===== config.mk =====
export PLATFORM = sky130hd
export DESIGN_NAME = fetch_buffer
export DESIGN_NICKNAME = d
export VERILOG_FILES = /design/src/rtl/fetch_buffer.sv
export SDC_FILE = /design/constraint.sdc
export NUM_CORES = 1
export LEC_CHECK = 0
export CAP_MARGIN = 20
export CORE_MARGIN = 2
export CORE_UTILIZATION = 45
export DETAILED_ROUTE_END_ITERATION = 10
export PLACE_DENSITY = 0.61
export SYNTH_ARGS = -nofsm -noshare
export SYNTH_HDL_FRONTEND = slang
export SYNTH_SLANG_ARGS = --single-unit

===== constraint.sdc =====
create_clock -name clk -period 2.5 [get_ports clk]
set_clock_uncertainty 0.2 [all_clocks]
set_input_delay 0.25 -clock clk [delete_from_list [all_inputs] [get_ports clk]]
set_output_delay 0.25 -clock clk [all_outputs]
set_load 0.02 [all_outputs]

===== src/rtl/fetch_buffer.sv =====
// fetch_buffer: pairs each accepted fetch PC with the IMEM word returned one cycle later and queues {pc, instr} for decode.
// Latency: a fetch accepted in cycle N reaches decode (dec_valid) in cycle N+2 when the queue is empty.
// Backpressure: stall holds the PC once queued + in-flight entries reach DEPTH; a flush empties everything and always accepts the target.
module fetch_buffer #(
  parameter  int DEPTH = 4,
  localparam int PTR_W = $clog2(DEPTH),
  localparam int CNT_W = PTR_W + 1
) (
  input  logic             clk,
  input  logic             rst,
  input  logic [31:0]      fetch_pc,
  input  logic [31:0]      imem_rdata,
  input  logic             flush,
  output logic             stall,
  output logic             dec_valid,
  input  logic             dec_ready,
  output logic [31:0]      dec_pc,
  output logic [31:0]      dec_instr,
  output logic [CNT_W-1:0] occupancy
);

  typedef struct packed {
    logic [31:0] pc;
    logic [31:0] instr;
  } entry_t;

  // Queue bookkeeping and the single outstanding IMEM request.
  logic [CNT_W-1:0] count_q, count_d;
  logic [PTR_W-1:0] rd_ptr_q, rd_ptr_d;
  logic [PTR_W-1:0] wr_ptr_q, wr_ptr_d;
  logic             infl_v_q, infl_v_d;
  logic [31:0]      infl_pc_q, infl_pc_d;
  entry_t           mem_q [DEPTH];

  logic             push;
  logic             pop;
  logic [CNT_W:0]   reserved;
  entry_t           head;

  // Output and handshake decode, purely from registered state plus flush.
  // The in-flight request counts against capacity, so the response that
  // arrives next cycle always has a free slot. dec_ready is deliberately
  // kept out of stall: a same-cycle pop does not release the PC.
  always_comb begin
    reserved  = {1'b0, count_q} + (CNT_W + 1)'(infl_v_q);
    stall     = (reserved >= (CNT_W + 1)'(DEPTH)) & ~flush;
    dec_valid = (count_q != '0) & ~flush;
    push      = infl_v_q & ~flush;
    pop       = dec_valid & dec_ready;
    head      = mem_q[rd_ptr_q];
    dec_pc    = head.pc;
    dec_instr = head.instr;
    // Entries being discarded by a flush are no longer reported as queued.
    occupancy = flush ? '0 : count_q;
  end

  // Next-state for pointers, count and the in-flight request.
  always_comb begin
    count_d   = count_q;
    rd_ptr_d  = rd_ptr_q;
    wr_ptr_d  = wr_ptr_q;
    infl_v_d  = ~stall;
    infl_pc_d = stall ? infl_pc_q : fetch_pc;
    if (flush) begin
      // Redirect: drop the queue and the response arriving now; the new
      // target is accepted this cycle because stall is forced low.
      count_d  = '0;
      rd_ptr_d = '0;
      wr_ptr_d = '0;
    end else begin
      if (push) wr_ptr_d = wr_ptr_q + PTR_W'(1);
      if (pop)  rd_ptr_d = rd_ptr_q + PTR_W'(1);
      case ({push, pop})
        2'b10:   count_d = count_q + CNT_W'(1);
        2'b01:   count_d = count_q - CNT_W'(1);
        default: count_d = count_q;
      endcase
    end
  end

  // Control state register.
  always_ff @(posedge clk or negedge rst) begin
    if (!rst) begin
      count_q   <= '0;
      rd_ptr_q  <= '0;
      wr_ptr_q  <= '0;
      infl_v_q  <= 1'b0;
      infl_pc_q <= '0;
    end else begin
      count_q   <= count_d;
      rd_ptr_q  <= rd_ptr_d;
      wr_ptr_q  <= wr_ptr_d;
      infl_v_q  <= infl_v_d;
      infl_pc_q <= infl_pc_d;
    end
  end

  // Entry storage: the returning IMEM word is paired with the PC that requested it.
  always_ff @(posedge clk or negedge rst) begin
    if (!rst) begin
      for (int i = 0; i < DEPTH; i++) begin
        mem_q[i] <= '0;
      end
    end else if (push) begin
      mem_q[wr_ptr_q] <= {infl_pc_q, imem_rdata};
    end
  end

endmodule

Word-level counts from Yosys, hierarchy flattened
Cells that the tools add are included.

Bits in registers: 296. Input bits: 68. Output and inout bits: 69. Word-level logic and storage cells: 50.

$add $sub $neg: 5. Magnitude comparators: 4. Eq/ne operators: 2. Muxes and demuxes: 13. Bitwise gates (word level): 8. Reductions and logical operators: 5.

Operators with widths (number): bitwise mux 256 bit (1); 2-to-1 mux 64 bit (3); binary-select mux 64 bit (select 2 bit) (1); demux 64 bit (select 2 bit) (1); 2-to-1 mux 2 bit (4); greater-or-equal comparator 3 bit, second input constant (2); 2-to-1 mux 3 bit (2); inverter 2 -> 3 bit (2); one-hot mux 3 bit (2 select lines) (1); nonzero test 3 bit (2); adder 2 x 1 -> 2 bit, second input constant (2); adder 3 x 1 -> 4 bit (1); bitwise AND 1 bit (4); greater-or-equal comparator 4 x 3 -> 1 bit, second input constant (1); nonzero test 2 bit (2); adder 3 x 1 -> 3 bit, second input constant (1); < comparator 3 x 1 -> 1 bit, second input constant (1); subtractor 3 x 1 -> 3 bit, second input constant (1); equality test 2 x 1 -> 1 bit, second input constant (1); equality test 2 bit, second input constant (1); inverter 1 bit (2); logical AND 1 bit (1).

Depth between registers and ports, before layout
Gate-level depths: netlist of the first run.

Depth in word-level cells: 6. Mapped depth: 7. Gate-level depth less buffers: 6.

Worst setup path after synthesis of the first run
No wires, ideal clock.

Path kind: flip-flop to flip-flop. Start: register count_q[1]. End: register count_q[1]. Library setup time: 0.082 ns. Data arrival time: 1.858 ns. Required time: 2.218 ns. Path slack: 0.360 ns. Cell stages (with the launch flop): 6. Buffers on the path: 0. Clock period less this slack: 2.140 ns. Cell sequence: dfrtp_1 -> o31ai_2 -> nor3_1 -> fa_1 -> or3b_1 -> a31oi_1.

Longest elaborated chain between the ends: 6. Elaborated cells between the ends (all ways): 10. Classes of those cells: 2 x add/sub; 2 x eq/ne; 2 x mux; 2 x bitwise; 2 x reduce/logical.

RTL lines: start: declaration (RTL line 28) `logic [CNT_W-1:0] count_q, count_d;`; start signal: assignment (RTL line 90) `count_q <= count_d;`; nonzero test 3 bit (RTL line 47) `dec_valid = (count_q != '0) & ~flush;`; bitwise AND 1 bit (RTL line 47); bitwise AND 1 bit (RTL line 49) `pop = dec_valid & dec_ready;`; equality test 2 x 1 -> 1 bit / equality test 2 bit (equally long branches) (RTL line 73) `case ({push, pop})`; one-hot mux 3 bit (2 select lines) (RTL line 73); 2-to-1 mux 3 bit (RTL line 64) `if (flush) begin`.

Parallel ways exist; a longest one is shown, timed or not. A chain may end at the register's enable or synchronous reset.

Worst setup path after layout of the first run
Start: register rd_ptr_q[0]. End: output dec_instr[17].

Longest elaborated chain between the ends: 4.

RTL lines: start: declaration (RTL line 29) `logic [PTR_W-1:0] rd_ptr_q, rd_ptr_d;`; start signal: assignment (RTL line 91) `rd_ptr_q <= rd_ptr_d;`; inverter 2 -> 3 bit (not written as such) (RTL line 50) `head = mem_q[rd_ptr_q];`; binary-select mux 64 bit (select 2 bit) (RTL line 50); 2-to-1 mux 64 bit (not written as such) (2 in series) (RTL line 50); end: declaration (RTL line 18) `output logic [31:0] dec_instr,`.

Every way passes these cells. The select of a mux whose other input is x is not followed.

==> results.sh, run 1 <==
export IMPL_cp_slowest_cell="mux4_2"
export IMPL_nNetsFinal=1001
export IMPL_synth_top_cells_by_count="dfrtp_1 (296), mux2_4 (240), mux4_2 (64), mux2_1 (48), buf_6 (28)"
export IMPL_grt_max_degree=76
export IMPL_netlist_instances=742
export IMPL_syn2layout_area_growth_pct=24.23
export IMPL_worstPathCellList="buf_8 > clkbuf_16 > mux4_2 > buf_6"
export IMPL_die_h_microns=179.1
export IMPL_final_max_slew_violation_count=0
export IMPL_synthFlopType="dfrtp_1"
export IMPL_via_per_inst=5.401
export IMPL_hold_path_class="input pin to async pin"
export IMPL_synth_top_area_frac=0.5366
export IMPL_cts_max_level=2
export IMPL_ys_types=33
export IMPL_drt_iter0_drc=311
export IMPL_async_flop_share=1.000
export IMPL_p_per_area_nw_per_um2=1346
export IMPL_cts_max_path_buffers=3
export IMPL_avgRoutedWirePerCell_microns=23.05
export IMPL_ff2ff_setup_slack_ns=0.27
export IMPL_reg2reg_from="count_q[0]"
export IMPL_clk_pin_slew_worst_paths_ns=0.06
export IMPL_synth_edff_count=0
export IMPL_critical_path_buf_inv_count=3
export IMPL_cp_end_kind="output port"
export IMPL_num_rows=64
export IMPL_cts_sinks=296
export IMPL_syn_area_per_cell_sq_um=18.60
export IMPL_start_util=0.4536
export IMPL_dieArea_sq_um=32090
export IMPL_peakVddDrop_mv=0.6023
export IMPL_tightest_slew_ns=0.5667
export IMPL_post_route_min_period_ns=2.467
export IMPL_cp_start_kind="register"
export IMPL_io_pins=137
export IMPL_io_buffers=136
export IMPL_period_share=0.9867
export IMPL_fmax_mhz=405.4
export IMPL_drt_total_wl_mm=31.05
export IMPL_dp_hpwl_mm=19.61
export IMPL_critPathMaxFanout=7
export IMPL_relSlewSlack=0.6222
export IMPL_gp_congestion=0.7492
export IMPL_drive_gt1_frac=0.5126
export IMPL_clock_latency_ns=0.51
export IMPL_cts_buffers_inserted=34
export IMPL_synth_seq_cells=296
export IMPL_cp_required_ns=2.05
export IMPL_antenna_found_initial=2
export IMPL_synthTopCellsByArea="dfrtp_1 (54%), mux2_4 (26%), mux4_2 (10%)"
export IMPL_crit_type="register to output port"
export IMPL_hold_violations=0
export IMPL_cpPeakStageDelay_ns=0.54
export IMPL_drcViolationCount=0
export IMPL_holdWs_ns=0.1054
export IMPL_synth_top_cell_by_area="dfrtp_1"
export IMPL_setup_tns_ns=0
export IMPL_critical_path_top_delay_family="multiplexers"
export IMPL_synth_warnings=0
export IMPL_grt_pass1_wl_mm=49.33
export IMPL_overflow=0
export IMPL_outcome="complete, no violations"
export IMPL_maxCapViolations=0
export IMPL_syn_cell_area_sq_um=13800
export IMPL_root_buffer="clkbuf_16"
export IMPL_grt_use_total=0.2007
export IMPL_grt_pass1_vias=8456
export IMPL_coreArea_sq_um=30430
export IMPL_dieWidth_microns=179.1
export IMPL_rsz0062_at_grt="true"
export IMPL_yosysMostFrequentCell="dfrtp_1"
export IMPL_arrival_ns=2.02
export IMPL_p_leak_uw=0.008075
export IMPL_tritoncts="built"
export IMPL_syn_nets=815
export IMPL_worstSetupStartpoint="rd_ptr_q[0]"
export IMPL_antenna_left=0
export IMPL_firstDrtPassIters=5
export IMPL_setup_violations=0
export IMPL_seq_area_frac_synth=0.5366
export IMPL_vias=7275
layer usage:
layer,track usage,share of wire,vias up,wire length (microns)
met3,0.03753,0.048,51,1481
met4,0.05242,0.020,2,615
met1,0.2634,0.43,3952,13250
li1,-,-,3111,-
met5,0,0.00042,-,13
met2,0.3436,0.51,159,15700
power by group:
| group | internal (uW) | switching, uW |
|---|---|---|
| registers | 7010 | 1370 |
| clock network | 3180 | 1920 |
| logic | 5870 | 3740 |
| total | 16100 | 7030 |
cells in the final DEF, fill, tap and decap left out, types with 10 or more instances in the layout:
cell type and n:
buf_2 34, mux4_2 64, mux2_1 48, clkbuf_8 10, clkdlybuf4s50_1 69, buf_4 24
buf_12 28, dfrtp_1 293, clkbuf_16 40, buf_6 23, mux2_4 240
per-stage QoR:
stage | util | power [uW] | instance area (sq um) | setup slack (ns) | std cells
floorplan | - | 14690 | 13800 | 0.3601 | 742
global placement | 0.5225 | 17760 | 15900 | 0.1601 | 1270
detailed placement | 0.5225 | 18160 | 15900 | 0.1360 | 1270
CTS | 0.5574 | 22920 | 16960 | -0.09386 | 1342
global route | 0.5634 | 24250 | 17150 | -0.02928 | 1346
finish | 0.5635 | 23080 | 17150 | 0.03336 | 1347
sequential cells by signal (all words and copies together) (netlist names):
signal     count
mem_q        256
infl_v_q       1
count_q        3
infl_pc_q     32
rd_ptr_q       2
wr_ptr_q       2
path summary, 6_finish.rpt:
check                           endpoint  cells after the start
setup / recovery           dec_instr[17]                      4
hold / removal                mem_q[147]                      2
setup reg to reg              count_q[1]                      5
hold reg to reg                 mem_q[0]                      1
max in group asynchronous     mem_q[189]                      3
min in group clk           infl_pc_q[21]                      2
what timing repair did:
| action | 4_1_cts | 5_1_grt |
|---|---|---|
| gates cloned | 1 | 3 |
| hold endpoints to repair | 166 | 0 |
| gates resized for setup | 246 | 56 |
| setup buffers | 12 | 2 |
| endpoints found under the setup margin | 66 | 48 |
| hold buffers | 1 | 0 |
layout make-up:
type,instances,area [sq um]
fillers,2375,13280
flip-flops and latches,296,7416
multi-input cells,398,5979
repair buffers,195,2079
clock buffers,53,1086
well taps,396,495.5
clock inverters,5,77.57
inverters,3,11.26
diodes,1,2.502
cells by family (layout without fill, tap and decap cells):
logic type | Yosys count | in the layout | synth area share
mux | 353 | 353 | 0.4054
flops | 296 | 296 | 0.5366
buf+inv | 48 | 256 | 0.03018
simple gates | 24 | 24 | 0.01369
compound gates | 11 | 11 | 0.005892
fa+ha+maj | 5 | 5 | 0.005076
xor+xnor | 5 | 5 | 0.003173
other cells | 0 | 1 | 0
Note: power is estimated with default switching activity, not from simulation.
==> inputs of run 2 (changes only) <==
--- a/config.mk
+++ b/config.mk
@@ -5,7 +5,6 @@
 export SDC_FILE = /design/constraint.sdc
 export NUM_CORES = 1
 export LEC_CHECK = 0
-export CAP_MARGIN = 20
 export CORE_MARGIN = 2
 export CORE_UTILIZATION = 45
 export DETAILED_ROUTE_END_ITERATION = 10
==> results of run 2 <==
Same layout as run 1: the final DEF is identical, and so are final timing and power.
